## config.mk

```make
export PLATFORM = sky130hd
export DESIGN_NAME = gray_code_pipe_flat
export DESIGN_NICKNAME = d
export VERILOG_FILES = /design/src/rtl/gray_code_pipe_if.sv /design/src/rtl/gray_code_pipe.sv /design/src/flat_wrapper.sv
export SDC_FILE = /design/constraint.sdc
export NUM_CORES = 1
export LEC_CHECK = 0
export ABC_AREA = 0
export CAP_MARGIN = 10
export CORE_MARGIN = 1.5
export CORE_UTILIZATION = 49
export DETAILED_ROUTE_END_ITERATION = 10
export PLACE_DENSITY = 0.77
export SLEW_MARGIN = 20
export SYNTH_ARGS = -nofsm -noshare
export SYNTH_HDL_FRONTEND = slang
export SYNTH_SLANG_ARGS = --single-unit
```

## constraint.sdc

```tcl
create_clock -name clk -period 1.49 [get_ports clk]
set_clock_uncertainty 0.15 [all_clocks]
set_input_delay 0.2235 -clock clk [delete_from_list [all_inputs] [get_ports clk]]
set_output_delay 0.2235 -clock clk [all_outputs]
set_load 0.01 [all_outputs]
```

## src/rtl/gray_code_pipe_if.sv

```systemverilog
// rtl/gray_code_pipe_if.sv - Input and output streams of the Gray/binary converter pipe.
interface gray_code_pipe_if #(
  parameter int WIDTH = 4
);
  logic             in_valid;
  logic             in_ready;
  logic [WIDTH-1:0] in_data;
  logic             in_mode;
  logic             out_valid;
  logic             out_ready;
  logic [WIDTH-1:0] out_data;
  logic             out_mode;
  logic             out_step_err;

  modport master (
    output in_valid, in_data, in_mode, out_ready,
    input  in_ready, out_valid, out_data, out_mode, out_step_err
  );

  modport slave (
    input  in_valid, in_data, in_mode, out_ready,
    output in_ready, out_valid, out_data, out_mode, out_step_err
  );
endinterface

```

## src/rtl/gray_code_pipe.sv

```systemverilog
// rtl/gray_code_pipe.sv - Pipelined bidirectional Gray/binary converter with Gray-step checker.
module gray_code_pipe #(
  parameter int WIDTH  = 4,
  parameter int STAGES = 2
) (
  input logic             clk,
  input logic             rst_n,
  gray_code_pipe_if.slave bus
);

  localparam logic [STAGES-1:0] ALL_STAGES = '1;
  localparam logic [WIDTH-1:0]  ONE        = WIDTH'(1);

  logic [STAGES-1:0] valid_q;
  logic [STAGES-1:0] mode_q;
  logic [STAGES-1:0] err_q;
  logic [WIDTH-1:0]  data_q [STAGES];

  logic [STAGES-1:0] valid_d;
  logic [STAGES-1:0] mode_d;
  logic [STAGES-1:0] err_d;
  logic [WIDTH-1:0]  data_d [STAGES];

  logic [STAGES-1:0] advance;

  logic [WIDTH-1:0]  hist_q;
  logic [WIDTH-1:0]  hist_d;
  logic              hist_valid_q;
  logic              hist_valid_d;

  logic [WIDTH-1:0]  conv_data;
  logic [WIDTH-1:0]  step_diff;
  logic              step_err;
  logic              accept;

  // Each binary bit is the XOR of all Gray bits at or above it.
  always_comb begin
    conv_data = '0;
    if (bus.in_mode) begin
      conv_data = bus.in_data ^ (bus.in_data >> 1);
    end else begin
      for (int i = 0; i < WIDTH; i++) begin
        conv_data[i] = ^(bus.in_data >> i);
      end
    end
  end

  // x & (x-1) is non-zero exactly when x has two or more bits set.
  assign step_diff = bus.in_data ^ hist_q;
  assign step_err  = !bus.in_mode && hist_valid_q && (|(step_diff & (step_diff - ONE)));

  // Stage k moves when any stage from k to the end has a hole, or the sink takes a word.
  for (genvar k = 0; k < STAGES; k++) begin : g_adv
    assign advance[k] = bus.out_ready | ~(&(valid_q | ~(ALL_STAGES << k)));
  end

  assign accept = bus.in_valid && advance[0];

  always_comb begin
    hist_d       = hist_q;
    hist_valid_d = hist_valid_q;
    if (accept) begin
      if (bus.in_mode) begin
        hist_valid_d = 1'b0;
      end else begin
        hist_d       = bus.in_data;
        hist_valid_d = 1'b1;
      end
    end
  end

  always_comb begin
    valid_d    = '0;
    mode_d     = '0;
    err_d      = '0;
    valid_d[0] = bus.in_valid;
    mode_d[0]  = bus.in_mode;
    err_d[0]   = step_err;
    data_d[0]  = conv_data;
    for (int k = 1; k < STAGES; k++) begin
      valid_d[k] = valid_q[k-1];
      mode_d[k]  = mode_q[k-1];
      err_d[k]   = err_q[k-1];
      data_d[k]  = data_q[k-1];
    end
  end

  always_ff @(posedge clk or negedge rst_n) begin
    if (!rst_n) begin
      valid_q      <= '0;
      mode_q       <= '0;
      err_q        <= '0;
      hist_q       <= '0;
      hist_valid_q <= 1'b0;
      for (int k = 0; k < STAGES; k++) begin
        data_q[k] <= '0;
      end
    end else begin
      hist_q       <= hist_d;
      hist_valid_q <= hist_valid_d;
      for (int k = 0; k < STAGES; k++) begin
        if (advance[k]) begin
          valid_q[k] <= valid_d[k];
          // Payload only moves with a real word so a drained stage keeps its last value.
          if (valid_d[k]) begin
            data_q[k] <= data_d[k];
            mode_q[k] <= mode_d[k];
            err_q[k]  <= err_d[k];
          end
        end
      end
    end
  end

  assign bus.in_ready     = advance[0];
  assign bus.out_valid    = valid_q[STAGES-1];
  assign bus.out_data     = data_q[STAGES-1];
  assign bus.out_mode     = mode_q[STAGES-1];
  assign bus.out_step_err = err_q[STAGES-1];

endmodule

```

## src/flat_wrapper.sv

```systemverilog
// flat-port wrapper written by rule: the top's interface ports become plain ports
module gray_code_pipe_flat 
#(
  parameter int WIDTH  = 4,
  parameter int STAGES = 2
)
  (clk, rst_n, bus_in_valid, bus_in_data, bus_in_mode, bus_out_ready, bus_in_ready, bus_out_valid, bus_out_data, bus_out_mode, bus_out_step_err);
  gray_code_pipe_if #(.WIDTH(WIDTH)) bus_i ();
  input logic clk;
  input logic rst_n;
  input wire logic [$bits(bus_i.in_valid)-1:0] bus_in_valid;
  input wire logic [$bits(bus_i.in_data)-1:0] bus_in_data;
  input wire logic [$bits(bus_i.in_mode)-1:0] bus_in_mode;
  input wire logic [$bits(bus_i.out_ready)-1:0] bus_out_ready;
  output wire logic [$bits(bus_i.in_ready)-1:0] bus_in_ready;
  output wire logic [$bits(bus_i.out_valid)-1:0] bus_out_valid;
  output wire logic [$bits(bus_i.out_data)-1:0] bus_out_data;
  output wire logic [$bits(bus_i.out_mode)-1:0] bus_out_mode;
  output wire logic [$bits(bus_i.out_step_err)-1:0] bus_out_step_err;
  assign bus_i.in_valid = bus_in_valid;
  assign bus_i.in_data = bus_in_data;
  assign bus_i.in_mode = bus_in_mode;
  assign bus_i.out_ready = bus_out_ready;
  assign bus_in_ready = bus_i.in_ready;
  assign bus_out_valid = bus_i.out_valid;
  assign bus_out_data = bus_i.out_data;
  assign bus_out_mode = bus_i.out_mode;
  assign bus_out_step_err = bus_i.out_step_err;
  gray_code_pipe #(.WIDTH(WIDTH), .STAGES(STAGES)) u_core (.clk(clk), .rst_n(rst_n), .bus(bus_i));
endmodule
```

# Word-level counts from Yosys, hierarchy flattened
# Cells that the tools add are included.
classes:
  addsub: 1
  muxes: 2
  n_bitwise: 8
  n_reduce_logical: 13
op_table:
  columns: ["operator", "n"]
  rows:
  - ["4-bit parity", 4]
  - ["2-bit AND reduction", 4]
  - ["4-bit bitwise AND", 1]
  - ["4-bit two-way mux", 1]
  - ["4-bit OR reduction", 1]
  - ["4-bit by 1-bit subtractor with 4-bit output, second input constant", 1]
  - ["4-bit by 3-bit bitwise XOR with 4-bit output", 1]
  - ["4-bit bitwise XOR", 1]
  - ["1-bit logical AND", 3]
  - ["1-bit NOT", 3]
  - ["1-bit OR", 2]
  - ["1-bit zero test", 1]
  - ["1-bit two-way mux", 1]
word_totals:
  reg_bits: 19
  in_bits: 9
  out_inout_bits: 8
  elab_cells: 34

# Longest topological paths before layout
depth:
  word_depth: 5
  ltp_mapped: 3
  ltp_nobuf: 3

# Least setup slack after synthesis
# Ideal clock, no wire load.
synth_path:
  path_kind: "flip-flop to flip-flop"
  from: "register u_core.valid_q[1]"
  to: "register u_core.data_q (netlist bit u_core.data_d[1])"
  setup_ps: 127
  t_arrival_ps: 1050
  t_required_ps: 1213
  path_slack_ps: 163
  stages_incl_launch_ff: 4
  n_path_buf: 0
  synth_period_minus_slack_ps: 1327
  cell_sequence: "dfrtp_1 nand3b_4 and2_4 mux2_1"
synth_via:
  elab_chain_len: 4
synth_lines:
  columns: ["item", "line", "rtl"]
  rows:
  - ["start, declared", "gray_code_pipe.sv:14", "logic [STAGES-1:0] valid_q;"]
  - ["start signal, assigned by index", "gray_code_pipe.sv:103", "valid_q[k] <= valid_d[k];"]
  - ["2-bit AND reduction", "gray_code_pipe.sv:54", "assign advance[k] = bus.out_ready | ~(&(valid_q | ~(ALL_STAGES << k)));"]
  - ["1-bit NOT", "gray_code_pipe.sv:54", null]
  - ["1-bit OR", "gray_code_pipe.sv:54", null]
  - ["via bus_in_ready", "flat_wrapper.sv:15", "output wire logic [$bits(bus_i.in_ready)-1:0] bus_in_ready;"]
  - ["2-bit AND reduction (no line)", null, null]
  - ["end signal, assigned by index", "gray_code_pipe.sv:106", "data_q[k] <= data_d[k];"]
  - ["end, declared", "gray_code_pipe.sv:17", "logic [WIDTH-1:0] data_q [STAGES];"]
# The timed path passes the listed nets, and every way through them passes these cells.
# A chain may end at the register's enable or synchronous reset.

# Final worst setup path
layout_path:
  from: "register u_core.valid_q[1]"
  to: "register u_core.data_q (netlist bit u_core.data_d[2])"
layout_via:
  elab_chain_len: 4
layout_lines:
  columns: ["item", "line"]
  rows:
  - ["2-bit AND reduction", "gray_code_pipe.sv:54"]
  - ["1-bit NOT", "gray_code_pipe.sv:54"]
  - ["1-bit OR", "gray_code_pipe.sv:54"]
  - ["2-bit AND reduction (no line)", null]
# Every way passes these cells.

==> results by group <==
Synthesis
  – Warnings, synthesis: 0
  – Yosys top cell by area: dfrtp_1
  – Synth cell count leaders: 19 x dfrtp_1, 10 x mux2_2, 6 x xor2_1
  – Mapped cell area: 850 um^2
  – Sequential-to-total area share from yosys stat: 56.0%
  – Number of synthesized flops with an enable pin: 0
  – Synthesized flop and latch total: 19
  – Area contributors post-synth: dfrtp_1 56%, mux2_2 13%, xor2_1 6.2%, mux2_1 5.3%, nand3b_4 2.4%
  – Asr flop ratio synth: 100%
  – Most used DFF post-synth: dfrtp_1
  – Post-Syn Nets: between 70 and 80
  – Library cells used by synthesis: 20
  – Top-area cell type share of the netlist area: 56.0%
  – Most numerous cell in the Yosys netlist: dfrtp_1
  – Mean post-synth cell area: ~14 um^2
  – Gate Count Post-Synth: slightly above 60

Pwr
  – Pint: 0.000919 W
  – Maximum vdd drop: 972 uV
  – Clock Power Share: approximately 20%
  – Leakage: about 0.5 nW
  – Sw Share: 27.5%
  – Register share of total power: 52.8%
  – Pwr dens: 1140 nW/um^2
  – Overall Power: 0.00127 W
  – Logic pwr share: 27.3%
  – Switch Pwr: 0.000348 W

Worst setup path
  – Crit Path Class: flop to flop
  – Crit-path cells: buf_4, nand3b_4, buf_12, and2_4, mux2_1
  – CP required: 1530 ps
  – Max Fanout on Critical Path: 6
  – CP max-delay cell: dfrtp_1
  – Reg2Reg Depth: 5
  – FF-to-FF setup slack: approximately 43 ps
  – Startpoint Class: flop
  – CP arrival: 1480 ps
  – Worst R2R End: u_core.data_d[2]
  – Worst flop-to-flop path startpoint: u_core.valid_q[1]
  – Crit. End Element: flop
  – Worst path max stage delay: 390 ps

Route
  – Total vias in the final route: about 560
  – DR DRC count: 2
  – Routed WL: between 1 and 1.5 mm
  – Metal3 WL: 64 um
  – Met1 WL: 617 um
  – Highest metal used: met4
  – WL/cell: 13.5 um
  – Final ANT Viol Nets: 0
  – Iteration count of the initial detailed-routing pass: 7
  – WL met2: 707 um
  – Initial DRC Count: 7
  – DR vias/cell: 5.40

STA
  – Setup-failing EPs final: 0
  – FMAX: 0.691 GHz
  – RSZ-0062 raised after global routing: no
  – Max transition margin: 80.8%
  – Fin crit period: 1450 ps
  – Worst Tran Pin Value: between 200 and 300 ps
  – Post-route clock period utilization: a little over nine tenths
  – Max Slew Vio Count: 0
  – Final hold viol count: 0

Placement
  – Gpl congestion: ~0.7
  – PortBufs: 16
  – Placed cell count: a little under 100
  – Dpl hpwl: 1.06 mm

Global routing
  – Global route overflow: 0
  – GRT Overall Usage: ~17%
  – Antenna violations before repair: 0
  – Maximum number of pins on one net before global-route repair: 20
  – Vias in the first global route: 571
  – First-pass GRT wire length: 2.42 mm

Floorplan
  – Die area: roughly 2000 um^2
  – Chip Width: 44.6 um
  – IO Count: 17
  – Initial core utilization: 54.5%
  – Site row count: 14
  – Core Area: 1560 um^2
  – Die Y-Extent: 44.6 um

Final layout
  – Share of layout cells above drive strength 1: 29.5%
  – Layout Nets: 98
  – ANT cells: 0
  – Core Util, Final: 71.3%
  – Layout area overhead: 30.9%
  – # fillers: 121
  – Final instance count without filler cells: 104

Clock network
  – CTS tree: done
  – CTS Hold Buffers Added: 0
  – Root Buffer: clkbuf_4
  – CTS max path bufs: 2
  – TritonCTS Buffers: 3
  – Clk slew on worst S/H paths: ~110 ps
  – Worst-skew pair later-pin latency: a little under 300 ps
  – H-tree depth: 1
  – Clk sink count: 19

Flow run
  – Max_cap viols: 0

Hold path
  – Worst Hold Class: input pin to asynchronous set/reset pin

Status
  – Outcome: complete, but fails checks
  – Failing checks: DRC
==> repair_timing <==
action	4_1_cts	5_1_grt
buffers inserted	1	0
endpoints found under the setup margin	8	2
gates resized for setup	11	2
endpoints found under the hold margin	0	0
==> cells by family (layout without fill, tap and decap cells) <==
logic type                Yosys count  after routing  share of synthesized area [%]
muxes                              14             14                           18.6
xor gates and xnor gates            8              8                           8.25
AOI/OAI and AO/OA                   7              7                           6.04
and+or+nand+nor                    11             11                           9.87
buffers and inverters               3             29                           1.33
DFF                                19             19                           56.0
==> area by class of cell <==
class	instances	area [um^2]	share of cell area (%)
clock buffers	3	22.5	2.02
clock inverters	1	5.00	0.450
inverters	3	11.3	1.01
multi-input cells	40	374	33.6
flip-flops and latches	19	475	42.7
well taps	16	20.0	1.80
repair buffers	22	204	18.3
==> flip-flops by register name, indices dropped and copies added, names as in the netlist <==
signal               cells
u_core.bus.out_data      4
u_core.data_d            4
u_core.err_q             2
u_core.hist_q            4
u_core.hist_valid_q      1
u_core.mode_q            2
u_core.valid_q           2
==> power groups by stage <==
stage	Sequential (W)	Clock, W	Combinational, W
final	0.000669	0.000252	0.000346
after floorplan	0.000700	0	0.000164
after detailed placement	0.000684	0	0.000372
after CTS	0.000669	0.000266	0.000342
after global placement	0.000679	0	0.000366
after global routing	0.000683	0.000285	0.000374
==> through the flow <==
| step | cell area, um^2 | hold slack (ps) | TNS, ps | setup slack [ps] |
|---|---|---|---|---|
| floorplan | 850 | -222 | 0 | 163 |
| global route | 1110 | 119 | 0 | 5.26 |
| detailed placement | 1080 | 327 | -3700 | -259 |
| CTS | 1100 | 87.8 | 0 | 29.6 |
| global placement | 1080 | 320 | -3290 | -250 |
| finish | 1110 | 91.4 | 0 | 42.9 |
==> worst max-delay path: cells and delay by family, from the launching register on <==
family / cells / cell delay, ps
DFF: 1 / 390
and+or+nand+nor: 2 / 240
muxes: 1 / 310
buffers and inverters: 2 / 260
==> metal layers <==
| layer | GRT usage (%) | up-vias |
|---|---|---|
| met1 | 20.2 | 277 |
| met2 | 28.4 | 11 |
| met3 | 3.27 | 2 |
| li1 | - | 272 |
| met5 | 0 | - |
| met4 | 10.9 | 0 |
==> layout by cell type, fill, tap and decap left out, drive strengths merged <==
master / count
a211oi: 2
a21bo: 1
a21oi: 1
and2: 1
and3: 1
buf: 7
clkbuf: 3
clkdlybuf4s50: 8
clkinv: 1
dfrtp: 19
dlygate4sd2: 7
inv: 3
mux2: 14
nand2: 2
nand2b: 3
nand3: 1
nand3b: 1
nand4: 1
nor2b: 1
o21ai: 1
o31ai: 1
o32ai: 1
xnor2: 2
xor2: 6
==> how the worst max path moves through the flow <==
stage / start / to / slack [ps] / depth (start not counted)
after floorplan: u_core.valid_q[1] / u_core.data_d[1] / 160 / 3
after global placement: bus_out_ready / bus_in_ready / -250 / 3
after detailed placement: bus_out_ready / bus_in_ready / -260 / 3
after CTS: u_core.valid_q[1] / u_core.hist_q[2] / 30 / 5
after global routing: u_core.valid_q[1] / u_core.data_d[2] / 5 / 5
final: u_core.valid_q[1] / u_core.data_d[2] / 40 / 5
(Power assumes the default switching activity.)
==> variant (config.mk and constraints unchanged) <==
`WIDTH` is set to 4 in 3 places; all go to 5.
--- a/src/rtl/gray_code_pipe_if.sv
+++ b/src/rtl/gray_code_pipe_if.sv
@@ -1,6 +1,6 @@
 // rtl/gray_code_pipe_if.sv - Input and output streams of the Gray/binary converter pipe.
 interface gray_code_pipe_if #(
-  parameter int WIDTH = 4
+  parameter int WIDTH = 5
 );
   logic             in_valid;
   logic             in_ready;
--- a/src/rtl/gray_code_pipe.sv
+++ b/src/rtl/gray_code_pipe.sv
@@ -1,6 +1,6 @@
 // rtl/gray_code_pipe.sv - Pipelined bidirectional Gray/binary converter with Gray-step checker.
 module gray_code_pipe #(
-  parameter int WIDTH  = 4,
+  parameter int WIDTH  = 5,
   parameter int STAGES = 2
 ) (
   input logic             clk,
--- a/src/flat_wrapper.sv
+++ b/src/flat_wrapper.sv
@@ -1,7 +1,7 @@
 // flat-port wrapper written by rule: the top's interface ports become plain ports
 module gray_code_pipe_flat 
 #(
-  parameter int WIDTH  = 4,
+  parameter int WIDTH  = 5,
   parameter int STAGES = 2
 )
   (clk, rst_n, bus_in_valid, bus_in_data, bus_in_mode, bus_out_ready, bus_in_ready, bus_out_valid, bus_out_data, bus_out_mode, bus_out_step_err);
Interface: changed (resized bus_in_data and bus_out_data); port bits go from 17 to 19. No check against the original RTL was run, so the function may have changed too.
==> variant against the original RTL <==
The flow finishes with violations (setup timing). Setup slack got worse by 0.10 ns. Sequential cell count is 3 higher. Final cell count up 31%. Synthesized cell count grew 23%. Routed wire length up 16%. Utilization down 1.4 points. Hold slack gained 0.016 ns. Area after synthesis rose by 15%. Total power grew 23%. Fmax fell by 6.7%. Combinational power increased by 29%. Clock power grew 31%. Cell area increased by 21%. Largest cell class unchanged.
==> variant: results (changes against the original RTL) <==
outcome:
  status: "finished with violations"  # unchanged
  violations: "setup timing"  # was DRC
sta:
  setup_ws_ns: -0.0604  # was 0.0429 ns
  tns_ns: -0.131  # was 0 ns
  setup_violations: 4  # was 0
finish:
  stdcell_count: 136  # was 104
  drive_above_1_share: 0.339  # was 0.295
  nets: 120  # was 98
  nFillCells: 160  # was 121
drt:
  wl_met1_um: 720  # was 617 um
  vias: 662  # was 562
  wl_met2_um: 813  # was 707 um
  wl_per_cell_um: 12.0  # was 13.5 um
  wl_met3_um: 57  # was 64 um
  dr.pass1.iters: 4  # was 7
global_route:
  grt_pass1_wl_um: 2520  # was 2420 um
  met1_usage: 0.197  # was 0.202
  grt.total_usage: 0.165  # was 0.172
  met3_usage: 0.0340  # was 0.0327
  grt_pass1_vias: 603  # was 571
  grt_max_degree: 23  # was 20
  grtUsageMet2: 0.275  # was 0.284
placed_design:
  gp_congestion: 0.812  # was 0.699
  dpl_cell_area_um2: 1280  # was 1080 um^2
  dpl_worst_slack_ns: -0.378  # was -0.259 ns
  port-buffer-count: 18  # was 16
  placed_cells: 131  # was 99
  dp_hpwl_um: 1220  # was 1060 um
cts:
  ctsResizeCount: 14  # was 11
  numCtsBuffers: 3  # unchanged
  cts_setup_buffers: 0  # was 1
  clock_latency_ns: 0.31  # was 0.29 ns
worst_setup_path:
  critPathMaxFanout: 2  # was 6
  r2r_cells: 4  # was 5
  cp_slowest_stage_delay_ns: 0.41  # was 0.39 ns
  crit_family: "compound AO/OA/AOI/OAI gates"  # was flip-flops
  crit_arrival_ns: 1.61  # was 1.48 ns
yosys:
  synthMuxAreaShare: 0.171  # was 0.186
  synth.net_count: 86  # was 71
  synth_xor_area_frac: 0.107  # was 0.0825
  syn_area_per_cell_um2: 12.9  # was 13.7 um^2
  synth_compound_area_frac: 0.0689  # was 0.0604
  synth-seq-area-share: 0.561  # was 0.560
  synth_common_cells: "dfrtp_1, mux2_2, xor2_1"  # unchanged
  ys_types: 19  # was 20
  yosys-top-cells-area: "dfrtp_1, mux2_2, xor2_1"  # unchanged
power_and_ir_drop:
  leakage_nw: 0.626  # was 0.509 nW
  ir_drop_mv: 0.932  # was 0.972 mV
floorplanning:
  core_um2: 1920  # was 1560 um^2
==> variant: final timing paths <==
path | startpoint | end | slack [ns]
setup / recovery | u_core.hist_q[0] | u_core.err_q[0] | -0.06
hold / removal | rst_n | u_core.bus.out_data[2] | 0.11
setup reg to reg | u_core.hist_q[0] | u_core.err_q[0] | -0.06
hold reg to reg | u_core.data_d[0] | u_core.data_d[0] | 0.34
max in group asynchronous | rst_n | u_core.hist_q[1] | 0.85
min in group clk | bus_in_data[3] | u_core.hist_q[3] | 0.18
==> variant: cell type report <==
type / instances / area (um^2) / area share
sequential: 22 / 551 / 0.410
tap: 27 / 33.8 / 0.0251
multi-input combinational: 52 / 458 / 0.341
clock buffer: 4 / 36.3 / 0.0270
timing repair buffer: 31 / 265 / 0.197
==> variant: power breakdown <==
group          total (mW)  internal, mW  switching, mW  leakage [nW]
Clock               0.331         0.149          0.181        0.0210
Sequential          0.777         0.716         0.0612         0.264
Combinational       0.447         0.260          0.186         0.341
Total                1.55          1.13          0.429         0.626
